$ cat src/rtl/varredura_hexa_if.sv
`default_nettype none
// ============================================================================
//  Module      : varredura_hexa_if
//  Description : Value/strobe inputs and scan outputs of the hex display driver.
//  Revision    : 1.0 - initial release
// ============================================================================
interface varredura_hexa_if #(
    parameter int DIGITOS = 4
) ();
    logic [4*DIGITOS-1:0]         valor;
    logic                         carrega;
    logic                         apaga_zeros;
    logic [3:0]                   nibble;
    logic [DIGITOS-1:0]           anodo;
    logic [$clog2(DIGITOS)-1:0]   digito;
    logic                         quadro;

    modport master (
        output valor, carrega, apaga_zeros,
        input  nibble, anodo, digito, quadro
    );

    modport slave (
        input  valor, carrega, apaga_zeros,
        output nibble, anodo, digito, quadro
    );
endinterface
`default_nettype wire

$ cat src/rtl/varredura_hexa.sv
`default_nettype none
// ============================================================================
//  Module      : varredura_hexa
//  Description : Multiplexed scan driver for a common-anode 7-segment display
//                with slot blanking, leading-zero suppression and frame-aligned
//                value update.
//  Revision    : 1.0 - initial release
// ============================================================================
module varredura_hexa #(
    parameter int DIGITOS    = 4,
    parameter int DIV        = 50000,
    parameter int APAGAMENTO = 2
) (
    input  wire logic          clk,
    input  wire logic          rst,
    varredura_hexa_if.slave    bus
);

    localparam int c_CW = (DIV > 1) ? $clog2(DIV) : 1;
    localparam int c_IW = $clog2(DIGITOS);

    localparam logic [c_CW-1:0] c_CNT_MAX = c_CW'(DIV - 1);
    localparam logic [c_CW-1:0] c_APAG    = c_CW'(APAGAMENTO);
    localparam logic [c_IW-1:0] c_IDX_MAX = c_IW'(DIGITOS - 1);

    logic [c_CW-1:0]        r_cnt;
    logic [c_IW-1:0]        r_idx;
    logic [4*DIGITOS-1:0]   r_exib;
    logic [4*DIGITOS-1:0]   r_reserva;
    logic                   r_pend;

    logic [3:0]             r_nibble;
    logic [DIGITOS-1:0]     r_anodo;
    logic [c_IW-1:0]        r_digito;
    logic                   r_quadro;

    logic                   w_tick;
    logic                   w_fronteira;
    logic [DIGITOS-1:0]     w_zero_from;
    logic [3:0]             w_nibble;
    logic [DIGITOS-1:0]     w_anodo;

    assign w_tick      = (r_cnt == c_CNT_MAX);
    assign w_fronteira = w_tick && (r_idx == c_IDX_MAX);

    // w_zero_from[g]: every nibble from digit g up to the most significant is zero
    genvar g;
    generate
        for (g = 0; g < DIGITOS; g++) begin : g_zero_from
            assign w_zero_from[g] = (r_exib[4*DIGITOS-1:4*g] == '0);
        end
    endgenerate

    // Decoding by loop keeps an out-of-range index harmless: nothing matches
    always_comb begin
        w_nibble = '0;
        w_anodo  = '1;
        for (int i = 0; i < DIGITOS; i++) begin
            if (r_idx == c_IW'(i)) begin
                w_nibble = r_exib[4*i +: 4];
                if ((r_cnt >= c_APAG) &&
                    !(bus.apaga_zeros && (i > 0) && w_zero_from[i])) begin
                    w_anodo[i] = 1'b0;
                end
            end
        end
    end

    always_ff @(posedge clk) begin
        if (rst) begin
            r_cnt     <= '0;
            r_idx     <= '0;
            r_exib    <= '0;
            r_reserva <= '0;
            r_pend    <= 1'b0;
            r_nibble  <= '0;
            r_anodo   <= '1;
            r_digito  <= '0;
            r_quadro  <= 1'b0;
        end else begin
            r_cnt <= w_tick ? '0 : r_cnt + c_CW'(1);

            if (w_tick) begin
                r_idx <= (r_idx >= c_IDX_MAX) ? '0 : r_idx + c_IW'(1);
            end

            if (bus.carrega) begin
                r_reserva <= bus.valor;
            end

            // The displayed value only moves at a frame edge, so a frame never mixes two values
            if (w_fronteira) begin
                r_pend <= 1'b0;
                if (bus.carrega) begin
                    r_exib <= bus.valor;
                end else if (r_pend) begin
                    r_exib <= r_reserva;
                end
            end else if (bus.carrega) begin
                r_pend <= 1'b1;
            end

            r_nibble <= w_nibble;
            r_anodo  <= w_anodo;
            r_digito <= r_idx;
            r_quadro <= w_fronteira;
        end
    end

    assign bus.nibble = r_nibble;
    assign bus.anodo  = r_anodo;
    assign bus.digito = r_digito;
    assign bus.quadro = r_quadro;

endmodule
`default_nettype wire

$ cat src/flat_wrapper.sv
// flat-port wrapper written by rule: the top's interface ports become plain ports
module varredura_hexa_flat 
#(
    parameter int DIGITOS    = 4,
    parameter int DIV        = 50000,
    parameter int APAGAMENTO = 2
)
  (clk, rst, bus_valor, bus_carrega, bus_apaga_zeros, bus_nibble, bus_anodo, bus_digito, bus_quadro);
  varredura_hexa_if #(.DIGITOS(DIGITOS)) bus_i ();
  input  wire logic clk;
  input  wire logic rst;
  input wire logic [$bits(bus_i.valor)-1:0] bus_valor;
  input wire logic [$bits(bus_i.carrega)-1:0] bus_carrega;
  input wire logic [$bits(bus_i.apaga_zeros)-1:0] bus_apaga_zeros;
  output wire logic [$bits(bus_i.nibble)-1:0] bus_nibble;
  output wire logic [$bits(bus_i.anodo)-1:0] bus_anodo;
  output wire logic [$bits(bus_i.digito)-1:0] bus_digito;
  output wire logic [$bits(bus_i.quadro)-1:0] bus_quadro;
  assign bus_i.valor = bus_valor;
  assign bus_i.carrega = bus_carrega;
  assign bus_i.apaga_zeros = bus_apaga_zeros;
  assign bus_nibble = bus_i.nibble;
  assign bus_anodo = bus_i.anodo;
  assign bus_digito = bus_i.digito;
  assign bus_quadro = bus_i.quadro;
  varredura_hexa #(.DIGITOS(DIGITOS), .DIV(DIV), .APAGAMENTO(APAGAMENTO)) u_core (.clk(clk), .rst(rst), .bus(bus_i));
endmodule
$ cat config.mk
export PLATFORM = sky130hd
export DESIGN_NAME = varredura_hexa_flat
export DESIGN_NICKNAME = d
export VERILOG_FILES = /design/src/rtl/varredura_hexa_if.sv /design/src/rtl/varredura_hexa.sv /design/src/flat_wrapper.sv
export SDC_FILE = /design/constraint.sdc
export NUM_CORES = 1
export LEC_CHECK = 0
export ABC_AREA = 1
export BUFFER_PORTS_ARGS = -buffer_cell sky130_fd_sc_hd__clkbuf_2
export CAP_MARGIN = 20
export CORE_MARGIN = 4
export CORE_UTILIZATION = 25
export CTS_CLUSTER_DIAMETER = 120
export DETAILED_ROUTE_END_ITERATION = 10
export REMOVE_ABC_BUFFERS = 1
export SYNTH_ARGS = -nofsm -noshare
export SYNTH_HDL_FRONTEND = slang
export SYNTH_SLANG_ARGS = --single-unit
export TNS_END_PERCENT = 50
$ cat constraint.sdc
create_clock -name clk -period 2.1 [get_ports clk]
set_input_delay 0.315 -clock clk [delete_from_list [all_inputs] [get_ports clk]]
set_output_delay 0.315 -clock clk [all_outputs]
set_load 0.01 [all_outputs]
==> run_results.csv <==
group,metric,value,unit
setup_path,end_kind,"flip-flop",
routing,viasPerCell,4.217,
floorplanning,start_util,25.77,%
floorplanning,die_h,114.4,um
timing,holdWs,0.3224,ns
synthesis,syn_avg_cell_area,7.111,sq um
finish,stdcell_count,576,
setup_path,crit_buf_inv,0,
global_routing,grt_max_degree,33,
synthesis,seq_area_frac_synth,43.85,%
clocking,clkSlewWorstSetupHoldPaths,0.06,ns
timing,period_share,79.57,%
setup_path,crit_top_cell,"nor2_1",
synthesis,ys_top_cells_by_area,"dfxtp_1 (44%), nand2_1 (9.9%), inv_1 (8.8%), nor2_1 (7.6%), o21ai_0 (5.1%)",
global_routing,antenna_found_initial,0,
timing,fin_crit,1.671,ns
finish,layout.nets,457,
clocking,cts_tree,"yes",
finish,regArea,1241,sq um
floorplanning,top_level_ports,31,
routing,dr.pass1.iters,6,
setup_path,slowest_delay,0.38,ns
setup_path,critPathTopFamily,"simple AND/OR/NAND/NOR gates",
finish,layout-drive-gt1-share,15.83,%
clocking,h-tree-depth,3,
routing,route.detailed.drc,0,
pwr,internal_power,2323,uW
finish,multiInputGateArea,1251,sq um
pwr,p_clk_share,53.9,%
timing,setup_tns,0,ns
pwr,p_seq_share,41.5,%
timing,fmax,598.4,MHz
floorplanning,die_w,114.4,um
setup_path,crit_fanout,18,
finish,fillers,1154,
timing,report.final.hold_viol_count,0,
status,status,"finished, final reports clean",
routing,wl_per_cell,10.67,um
timing,clock_skew,0.009117,ns
routing,dr_total_vias,2429,
floorplanning,coreArea,10980,sq um
setup_path,worst_ep_required_time,2.32,ns
clocking,clock_latency,0.33,ns
job,maxCapViolations,0,
pwr,ir_drop,0.3913,mV
timing,relSlewSlack,69.41,%
routing,ant_nets,0,
synthesis,ys.warnings.count,0,
timing,rsz0062_at_grt,"false",
floorplanning,rows,38,
clocking,cts_root_buffer,"clkbuf_16",
synthesis,synthCells,398,
timing,slew_violations,0,
global_routing,grt_pass1_wl,10.82,mm
setup_path,cp.arrival,1.89,ns
setup_path,critPathLaunchType,"flip-flop",
clocking,cts_hold_buffers,0,
pwr,powerDensity,851.9,nW/um^2
floorplanning,die_area,13090,sq um
place,gp_congestion,0.8021,
clocking,cts_setup_buffers,0,
hold_path,hp-class,"in2reg",
routing,wirelength,6.146,mm
timing,setup_viol,0,
synthesis,ys_ff_latch,62,
place,dp_cells,560,
clocking,cts_resized,0,
place,io_buffers,30,
clocking,cts_sinks,62,
finish,syn_to_final_growth,21.88,%
setup_path,path_cells,"ha_1 > nand2_2 > nor2_1 > nand3_1 > nor2_4 > nand4_1 > nand2_1 > nor2_1",
pwr,switching_share,20.96,%
finish,num_antenna_cells,0,
routing,drt_iter0_drc,108,
setup_path,critPathKind,"reg2reg",
global_routing,overflow,0,
pwr,p_total,2939,uW
setup_path,r2r_setup_slack,0.43,ns
global_routing,grt_pass1_vias,2429,
pwr,switching_power,615.9,uW
pwr,p_leak,0.001491,uW
global_routing,track_usage,10.20,%
synthesis,synth.distinct_cells,32,
synthesis,syn-cell-area,2830,sq um
clocking,clockBufferDepth,2,
setup_path,crit_slowest_cell,"dfxtp_1",
timing,worst_slew_pin_slew,0.4588,ns
place,dpl.hpwl,4.510,mm
clocking,cts_buffers,9,
synthesis,yosys.area.top_type,"dfxtp_1",
synthesis,synth_top_area_share,43.85,%
pwr,combPwrFrac,4.7,%
==> worst paths after layout <==
check	depth (start not counted)	from	endpoint
max	8	u_core.r_cnt[0]	u_core.r_exib[0]
min reg2reg	1	u_core.r_cnt[0]	u_core.r_cnt[0]
min	5	bus_valor[2]	u_core.r_reserva[2]
max reg2reg	8	u_core.r_cnt[0]	u_core.r_exib[0]
==> power groups by stage <==
stage          Clock, uW  Sequential, uW  Combinational (uW)
6_report            1580            1220                 138
5_1_grt             1660            1220                 161
4_1_cts             1610            1220                 140
3_5_place_dp           0            1240                 140
3_3_place_gp           0            1240                 138
2_1_floorplan          0            1240                75.5
==> sequential cells by signal, summed over array words and instances (netlist names) <==
register and count:
u_core.r_reserva 16, u_core.bus.anodo 4, u_core.r_pend 1, u_core.bus.quadro 1
u_core.r_exib 16, u_core.bus.digito 2, u_core.r_idx 2, u_core.bus.nibble 4
u_core.r_cnt 16
==> cells in the final DEF, fill, tap and decap left out, types with 2 or more instances in the layout <==
| cell | instances |
|---|---|
| nor2_2 | 2 |
| ha_1 | 6 |
| clkinvlp_4 | 2 |
| nand3_1 | 14 |
| nand2_2 | 4 |
| clkbuf_2 | 30 |
| xor2_1 | 3 |
| nand4_1 | 23 |
| clkinv_2 | 2 |
| nand2_1 | 75 |
| or2_0 | 2 |
| nor3_1 | 6 |
| nor2_1 | 57 |
| bufinv_16 | 2 |
| inv_2 | 4 |
| nand3b_1 | 2 |
| dfxtp_1 | 62 |
| buf_4 | 6 |
| o21ai_0 | 29 |
| inv_1 | 66 |
| clkbuf_16 | 9 |
| nor4_1 | 2 |
| or2_2 | 2 |
| a21oi_1 | 16 |
==> worst min-delay path, stage by stage <==
cell	delay, ns
clkbuf_2	0.08
inv_1	0.04
nand2_1	0.04
o21ai_0	0.09
nor2_1	0.05
==> synthesized netlist by cell type, drive strengths merged <==
library cell	n
nand2	79
inv	70
dfxtp	62
nor2	60
o21ai	30
nand4	24
a21oi	16
nand3	15
buf	9
nor3	8
ha	6
clkbuf	5
or2	5
xor2	3
nand3b	2
nor4	2
nor3b	1
o211ai	1
==> metal layers <==
layer  global-route usage [%]  up-vias  part of all wire [%]
met5                        0        -                     0
met4                    5.463        0                   2.3
met3                    1.850       12                   2.9
met2                    16.22       37                    45
met1                    13.08     1065                    50
li1                         -     1315                     -
==> metrics by stage <==
| step | setup WS, ns | cell area, sq um | utilization (%) |
|---|---|---|---|
| after floorplan | 0.6272 | 2755 | - |
| after global placement | 0.5206 | 3126 | 28.46 |
| after detailed placement | 0.4066 | 3126 | 28.46 |
| after CTS | 0.3957 | 3450 | 31.41 |
| after global routing | 0.1688 | 3450 | 31.41 |
| final | 0.4290 | 3450 | 31.41 |
==> final cells by class <==
class                           instances  share of cell area (%)
Tap cell                              140                   5.078
Inverter                               70                   7.617
Sequential cell                        62                   35.98
Timing Repair Buffer                   36                   5.658
Multi-Input combinational cell        252                   36.27
Clock buffer                           10                   6.928
Clock inverter                          6                   2.466
==> cells by family after synthesis <==
group / share of synthesized area [%]
AOI/OAI and AO/OA: 8.400
buffers and inverters: 11.94
DFF: 43.85
xor gates and xnor gates: 0.9286
adders and majority gates: 2.652
and+or+nand+nor: 32.23
Power figures use the tool's default switching activity.
